### config.mk
export PLATFORM = sky130hd
export DESIGN_NAME = mem_port_sequencer
export DESIGN_NICKNAME = d
export VERILOG_FILES = /design/src/rtl/arm_mem_pkg.sv /design/src/rtl/mem_wait_timer.sv /design/src/rtl/mem_port_sequencer.sv
export SDC_FILE = /design/constraint.sdc
export NUM_CORES = 1
export LEC_CHECK = 0
export CAP_MARGIN = 0
export CORE_ASPECT_RATIO = 1.4
export CORE_MARGIN = 10
export CORE_UTILIZATION = 41
export DETAILED_ROUTE_END_ITERATION = 16
export GPL_TIMING_DRIVEN = 1
export PLACE_DENSITY = 0.87
export SLEW_MARGIN = 20
export SYNTH_ARGS = -nofsm -noshare
export SYNTH_HDL_FRONTEND = slang
export SYNTH_SLANG_ARGS = --single-unit
### constraint.sdc
create_clock -name clk -period 6.2 [get_ports clk]
set_clock_uncertainty 0.1 [all_clocks]
set_input_delay 0.93 -clock clk [delete_from_list [all_inputs] [get_ports clk]]
set_output_delay 0.93 -clock clk [all_outputs]
set_load 0.005 [all_outputs]
### src/rtl/arm_mem_pkg.sv
// Shared types and constants for the fetch/data memory-port sequencer.
package arm_mem_pkg;

   localparam int DEFAULT_TIMEOUT = 16;

   typedef enum logic [2:0] {
      ST_IDLE  = 3'd0,
      ST_FETCH = 3'd1,
      ST_EXEC  = 3'd2,
      ST_DATA  = 3'd3,
      ST_WB    = 3'd4,
      ST_HALT  = 3'd5
   } mem_state_t;

endpackage

### src/rtl/mem_wait_timer.sv
// Per-access wait counter: counts cycles without mem_ready and flags the
// cycle in which the TIMEOUT-th consecutive wait occurs.
module mem_wait_timer #(
   parameter int TIMEOUT = 16
) (
   input  logic clk,
   input  logic rst_n,
   input  logic i_clear,
   input  logic i_count,
   output logic o_expired
);

   localparam int              CW   = $clog2(TIMEOUT + 1);
   localparam logic [CW-1:0]   LAST = CW'(TIMEOUT - 1);
   localparam logic [CW-1:0]   FULL = CW'(TIMEOUT);

   logic [CW-1:0] r_count;

   always_ff @(posedge clk or negedge rst_n) begin
      if (!rst_n) begin
         r_count <= '0;
      end else if (i_clear) begin
         r_count <= '0;
      end else if (i_count && (r_count != FULL)) begin
         r_count <= r_count + CW'(1);
      end
   end

   // Combinational so that a ready arriving in the same cycle can still win.
   assign o_expired = i_count && (r_count == LAST);

endmodule

### src/rtl/mem_port_sequencer.sv
// Shares one single-port memory between instruction fetch and LDR/STR data
// accesses, stalling the CPU except for one cycle per retired instruction.
//
// state | meaning
// IDLE  | one cycle after reset, CPU stalled
// FETCH | read instruction at pc, wait for mem_ready
// EXEC  | instruction latched; non-memory instr retires here
// DATA  | load/store at data_memory_addr, wait for mem_ready
// WB    | memory instr retires, CPU unstalled
// HALT  | access timed out; bus_err set, held until reset
module mem_port_sequencer
   import arm_mem_pkg::*;
#(
   parameter int TIMEOUT = DEFAULT_TIMEOUT
) (
   input  logic        clk,
   input  logic        reset,
   input  logic [31:0] pc,
   input  logic        data_req,
   input  logic        data_we,
   input  logic [31:0] data_memory_addr,
   input  logic [31:0] write_data,
   output logic [31:0] instr,
   output logic [31:0] read_data,
   output logic        cpu_stall,
   output logic        mem_req,
   output logic        mem_we,
   output logic [31:0] mem_addr,
   output logic [31:0] mem_wdata,
   input  logic [31:0] mem_rdata,
   input  logic        mem_ready,
   output logic [31:0] retired,
   output logic        bus_err
);

   mem_state_t  r_state;
   mem_state_t  w_next;
   logic [31:0] r_instr;
   logic [31:0] r_read_data;
   logic [31:0] r_retired;
   logic        r_bus_err;
   logic        w_access;
   logic        w_expired;
   logic        w_retire;

   assign w_access = (r_state == ST_FETCH) || (r_state == ST_DATA);
   assign w_retire = ((r_state == ST_EXEC) && !data_req) || (r_state == ST_WB);

   // Counter sits at zero outside FETCH/DATA, so each access starts fresh.
   mem_wait_timer #(.TIMEOUT(TIMEOUT)) u_wait_timer (
      .clk       (clk),
      .rst_n     (reset),
      .i_clear   (!w_access),
      .i_count   (w_access && !mem_ready),
      .o_expired (w_expired)
   );

   always_ff @(posedge clk or negedge reset) begin
      if (!reset) begin
         r_state <= ST_IDLE;
      end else begin
         r_state <= w_next;
      end
   end

   always_comb begin
      w_next = r_state;
      case (r_state)
         ST_IDLE:  w_next = ST_FETCH;
         ST_FETCH: begin
            if (mem_ready)      w_next = ST_EXEC;
            else if (w_expired) w_next = ST_HALT;
         end
         ST_EXEC:  w_next = data_req ? ST_DATA : ST_FETCH;
         ST_DATA:  begin
            if (mem_ready)      w_next = ST_WB;
            else if (w_expired) w_next = ST_HALT;
         end
         ST_WB:    w_next = ST_FETCH;
         ST_HALT:  w_next = ST_HALT;
         default:  w_next = ST_IDLE;
      endcase
   end

   always_comb begin
      mem_req   = 1'b0;
      mem_we    = 1'b0;
      mem_addr  = 32'd0;
      mem_wdata = 32'd0;
      cpu_stall = 1'b1;
      case (r_state)
         ST_FETCH: begin
            mem_req  = 1'b1;
            mem_addr = pc;
         end
         ST_EXEC:  cpu_stall = data_req;
         ST_DATA:  begin
            mem_req   = 1'b1;
            mem_we    = data_we;
            mem_addr  = data_memory_addr;
            mem_wdata = write_data;
         end
         ST_WB:    cpu_stall = 1'b0;
         default:  ;
      endcase
   end

   always_ff @(posedge clk or negedge reset) begin
      if (!reset) begin
         r_instr     <= 32'd0;
         r_read_data <= 32'd0;
         r_retired   <= 32'd0;
         r_bus_err   <= 1'b0;
      end else begin
         if ((r_state == ST_FETCH) && mem_ready) begin
            r_instr <= mem_rdata;
         end
         if ((r_state == ST_DATA) && mem_ready && !data_we) begin
            r_read_data <= mem_rdata;
         end
         if (w_retire) begin
            r_retired <= r_retired + 32'd1;
         end
         if (w_access && w_expired) begin
            r_bus_err <= 1'b1;
         end
      end
   end

   assign instr     = r_instr;
   assign read_data = r_read_data;
   assign retired   = r_retired;
   assign bus_err   = r_bus_err;

endmodule

==> results of run 1 <==
[final cells by class]
| type | count | area, um2 | area share (%) |
|---|---|---|---|
| clock inverter | 6 | 41.3 | 0.493 |
| inverter | 8 | 30.0 | 0.359 |
| timing repair buffer | 301 | 3000 | 35.8 |
| sequential | 105 | 2630 | 31.4 |
| multi-input combinational | 298 | 2250 | 26.9 |
| clock buffer | 10 | 239 | 2.86 |
| tap | 147 | 184 | 2.20 |
[power by group through the flow]
stage	Clock, mW	Sequential [mW]	Combinational [mW]
after floorplan	0	1.08	0.611
after global placement	0	1.07	1.58
after detailed placement	0	1.08	1.62
after CTS	0.544	1.07	1.63
after global routing	0.574	1.10	1.74
final	0.526	1.07	1.60
[worst register-to-register path, delay by kind of cell, from the launching register on]
family,cells,cell delay [ps]
multiplexers,1,420
buffers and inverters,3,1290
AND/OR/NAND/NOR,2,490
flip-flops,1,450
[per-layer routing]
metal | global-route usage, % | part of all wire [%] | vias to the layer above
li1 | - | - | 2068
met1 | 24.8 | 38 | 2229
met2 | 37.1 | 49 | 246
met3 | 10.1 | 11 | 12
met4 | 5.28 | 1.4 | 0
met5 | 0 | 0 | -
[path summary, 6_finish.rpt]
check	end	depth (start not counted)	slack (ps)
max in group asynchronous	read_data[0]	2	4310
min in group asynchronous	retired[31]	1	480
hold / removal	bus_err	1	370
setup / recovery	mem_wdata[25]	5	2520
hold reg to reg	bus_err	1	370
setup reg to reg	read_data[0]	6	3340
[logic make-up after synthesis]
logic type,count (synthesis),share of synthesized area (%)
fa+ha+maj,4,1.00
simple gates,152,15.4
mux,98,21.3
compound gates,10,1.28
flops,105,52.6
xor+xnor,34,5.96
buf+inv,31,2.45
[placed cells by master, fill, tap and decap left out, drive strengths merged]
| cell | n |
|---|---|
| or2 | 1 |
| a211oi | 1 |
| nor3 | 9 |
| or4b | 1 |
| nand2b | 1 |
| a21oi | 3 |
| dfrtp | 105 |
| o21a | 1 |
| nor2 | 57 |
| and2 | 1 |
| and4 | 2 |
| clkbuf | 10 |
| and4b | 1 |
| buf | 6 |
| mux2i | 32 |
| o311a | 1 |
| xnor2 | 14 |
| nand4b | 1 |
| nand3 | 11 |
| nand4 | 5 |
| or3 | 1 |
| inv | 9 |
| a31oi | 1 |
| clkinv | 2 |
| nor4 | 2 |
| xor2 | 20 |
| nor3b | 2 |
| nor2b | 3 |
| nand2 | 17 |
| mux2 | 66 |
| o21ai | 2 |
| ha | 4 |
| and3 | 37 |
| clkdlybuf4s50 | 295 |
| a21o | 1 |
| clkinvlp | 3 |
[registers in the layout, indices dropped and copies added (netlist names)]
signal and count:
instr 32, read_data 32, retired 32, u_wait_timer.r_count 5, r_state 3, bus_err 1
[through the flow]
stage | hold WS, ps | cells
final | 375 | 875
after global routing | 405 | 875
after CTS | 375 | 875
after detailed placement | 360 | 859
after global placement | 348 | 859
after floorplan | 351 | 434
==> impl_results.md, run 1 <==
- Die area: 0.0171 mm2
- Cell count after synthesis: 434
- Remaining DRCs: 0
- Synth Cell Area: 0.00499 mm2
- DR iter-0 viols: 200
- Internal power: 2.21 mW
- RSZ-0062 raised after global routing: no
- Worst hold path type: flip-flop to flip-flop
- Sw Share: 30.8%
- Fraction of layout cells with a size suffix above 1: 12.6%
- Post-route cell area: 0.00837 mm2
- Syn_area_per_cell: 11.5 um2
- Placer Congestion: 0.895
- Area share of the largest cell type after synthesis: 52.6%
- Initial Util: 42.0%
- Post-CTS Setup Bufs: 0
- Clock group share of total power: 16.4%
- Buf/Inv on CP: 3
- Delay of the slowest critical-path stage: 610 ps
- Cts repair resizes: 0
- Global-route wire length before repair: 29200 um
- Max_slew headroom: 48.0%
- Sequential area share after synthesis: 52.6%
- Ports: 297
- Area contributors post-synth: dfrtp_1 53%, mux2_2 15%, mux2i_1 6.4%
- Routed Antenna Nets: 0
- Cell with the most instances after synthesis: dfrtp_1
- Register clock-pin slew on the reported worst setup and hold paths: 60 ps
- Leak: 3.62 nW
- Ant diodes: 0
- Sequential share of power: 33.4%
- Crit Path Max Fanout: 39
- Synth area leader: dfrtp_1
- Peak Freq: 0.272 GHz
- Via count: 4555
- Setup TNS: 0 ps
- Die width: 113 um
- H-tree Lvls: 3
- Worst path top cell family by delay: buffers and inverters
- Syn Nets: 571
- Worst hold start: bus_err
- Placed Area: 0.00809 mm2
- Setup Viol. Count Final: 0
- Vias in the first global route: 4896
- # port buffers: 296
- Cell Chain, Critical Path: nand2b_1 > buf_4 > inv_1 > and3_1 > clkdlybuf4s50_1
- CTS tree: yes
- Slowest-stage cell, CP: inv_1
- CP Class: flip-flop to primary output
- Cell variety after synth: 37
- Die height: 151 um
- Launching point of the worst reg2reg path: r_state[2]
- Nets@finish: 860
- Clock Latency Late Sink: 330 ps
- Fin. max-slew vios: 0
- Antenna violations before repair: 1
- Max Cap Viol: 0
- PwrDens: 382 mW/mm2
- Largest net degree at the start of global routing: 75
- Area Growth Syn to Fin: 67.6%
- Fillers: 853
- Synth cell count leaders: 105 x dfrtp_1, 65 x mux2_2, 57 x nor2_1
- Clock sinks: 105
- Async SR Flop Fraction: 100%
- Fin util: 70.5%
- GRT Overall Usage: 22.0%
- Fin. Hold Viols: 0
- Net Switching: 986 uW
- DR vias/cell: 5.21
- Row cnt: 47
- PnR worst setup slack: 2520 ps
- Tmin final: 3680 ps
- Synth Register Bits: 105
- Core area: 0.0119 mm2
- Number of CTS-inserted buffers: 9
- Crit. End Element: primary output
- DR pass1 iterations: 4
- Gate power share: 50.1%
- Critical Path AT: 2650 ps
- Place WS: 2590 ps
- Hpwl dp: 15900 um
- Max Buffers Root-to-Sink: 2
- Wire length per cell: 22.4 um
- Critical path launch point type: flip-flop
- Period utilization: 59.4%
- Dominant synthesized flop cell: dfrtp_1
- Routed WL: 19600 um
- GRT overflow: 0
- Post-synth EDFFs: 0
- Critical Path RT: 5170 ps
- YS warnings: 0
- Total Power: 3.20 mW
- CTS root buf: clkbuf_16
- Worst-Margin Slew: 781 ps
- Cts hold-fix bufs: 0
- Peak VDD IR: 0.245 mV
- Worst setup startpoint: r_state[2]
- Status: finished, final reports clean
No activity file was read; power rests on OpenSTA's default activity.
==> run 2: changes to the inputs <==
--- a/config.mk
+++ b/config.mk
@@ -8,10 +8,10 @@
 export CAP_MARGIN = 0
 export CORE_ASPECT_RATIO = 1.4
 export CORE_MARGIN = 10
-export CORE_UTILIZATION = 41
+export CORE_UTILIZATION = 38
 export DETAILED_ROUTE_END_ITERATION = 16
 export GPL_TIMING_DRIVEN = 1
-export PLACE_DENSITY = 0.87
+export PLACE_DENSITY = 0.81
 export SLEW_MARGIN = 20
 export SYNTH_ARGS = -nofsm -noshare
 export SYNTH_HDL_FRONTEND = slang
==> constraint.sdc (replaced) <==
create_clock -name clk -period 3.4 [get_ports clk]
set_clock_uncertainty 0.1 [all_clocks]
set_input_delay 0.51 -clock clk [delete_from_list [all_inputs] [get_ports clk]]
set_output_delay 0.51 -clock clk [all_outputs]
set_load 0.005 [all_outputs]
==> impl_results.md, run 2 (synthesized netlist as in run 1, its figures left out) <==
- Register area: 0.00263 mm2
- Routed Antenna Nets: 0
- Commonest non-fill, non-tap cell in the layout: clkdlybuf4s50_1
- Tmin final: 3010 ps
- Critical Path AT: 2400 ps
- Nets@finish: 860
- GRT overflow: 0
- Fillers: 1025
- CP Class: flip-flop to primary output
- Hpwl dp: 15300 um
- DR vias/cell: 5.02
- Area Growth Syn to Fin: 68.4%
- Via count: 4427
- Worst setup startpoint: r_state[2]
- Leak: 3.64 nW
- Core area: 0.0129 mm2
- DR iter-0 viols: 250
- Max_slew headroom: 46.8%
- Period utilization: 88.6%
- Critical Path RT: 2790 ps
- Register clock-pin slew on the reported worst setup and hold paths: 80 ps
- Remaining DRCs: 0
- Post-CTS Setup Bufs: 0
- Largest net degree at the start of global routing: 63
- Commonest non-fill, non-tap cells in the layout: 295 x clkdlybuf4s50_1, 104 x dfrtp_1, 65 x mux2_2
- # port buffers: 296
- Clock Latency Late Sink: 340 ps
- H-tree Lvls: 3
- Crit. End Element: primary output
- Vias in the first global route: 4893
- Status: finished, final reports clean
- Fraction of layout cells with a size suffix above 1: 12.6%
- Cts repair resizes: 0
- DR pass1 iterations: 5
- CTS root buf: clkbuf_16
- Worst hold path type: primary input to async pin
- Fin. max-slew vios: 0
- Fin util: 65.3%
- GRT Overall Usage: 20.5%
- Peak Freq: 0.332 GHz
- CTS tree: yes
- PwrDens: 698 mW/mm2
- Area of the multi-input gates: 0.00225 mm2
- RSZ-0062 raised after global routing: no
- Row cnt: 49
- Worst-Margin Slew: 797 ps
- Setup Viol. Count Final: 0
- Initial Util: 38.8%
- Die height: 156 um
- Placer Congestion: 0.892
- Setup TNS: 0 ps
- Launching point of the worst reg2reg path: r_state[2]
- Fin. Hold Viols: 0
- Die area: 0.0182 mm2
- Wire length per cell: 21.4 um
- Antenna violations before repair: 2
- Max Buffers Root-to-Sink: 2
- Global-route wire length before repair: 28600 um
- Peak VDD IR: 0.479 mV
- Die width: 117 um
- Critical path launch point type: flip-flop
- Clock sinks: 105
- Crit Path Max Fanout: 36
- Ports: 297
- Ant diodes: 0
- Number of CTS-inserted buffers: 9
- Cts hold-fix bufs: 0
- Max Cap Viol: 0
- Routed WL: 18800 um
==> run 2: changes by cell type in the layout (fill, tap and decap cells not counted), sizes merged <==
cell	delta
inv	+2
clkbuf	-1
clkinvlp	-1
==> run 2: worst paths after layout <==
check,end,slack (ps),cells after the start
max,mem_wdata[24],390,4
min,instr[9],80,1
max reg2reg,read_data[16],790,5
min reg2reg,bus_err,360,1
max in group asynchronous,instr[0],2380,2
min in group clk,bus_err,360,1
==> run 2: area by class of cell <==
class,count,share of cell area [%]
flip-flops and latches,105,31.2
clock inverters,7,0.773
inverters,8,0.357
well taps,153,2.28
repair buffers,301,35.9
multi-input cells,298,26.7
clock buffers,9,2.68
==> run 2: report_power, final <==
group          switching [mW]  internal, mW  leakage [nW]
clock                   0.484         0.512         0.137
combinational            1.08          1.84          2.19
sequential              0.275          1.69          1.31
==> run 2: metal layers <==
| metal | track usage, % | part of all wire, % | up-vias |
|---|---|---|---|
| met5 | 0 | 0 | - |
| met4 | 4.13 | 1.2 | 0 |
| met3 | 8.51 | 11 | 14 |
| met2 | 33.6 | 49 | 222 |
| met1 | 24.5 | 40 | 2119 |
| li1 | - | - | 2072 |
==> run 2: worst max-delay path: stages (launching register included) <==
cell	delay, ps
dfrtp_1	450
nand2b_1	190
inv_1	590
and3_1	290
clkdlybuf4s50_1	520
==> run 2: through the flow <==
step | setup WS, ps | power, mW | cell area [um2] | hold slack [ps] | cells
5_1_grt | 196 | 6.27 | 8410 | 122 | 881
6_report | 388 | 5.88 | 8410 | 82.2 | 881
3_3_place_gp | 679 | 4.87 | 8120 | 346 | 865
3_5_place_dp | 631 | 4.95 | 8120 | 348 | 865
2_1_floorplan | 1370 | 3.09 | 4990 | 114 | 434
4_1_cts | 406 | 5.97 | 8410 | 107 | 881
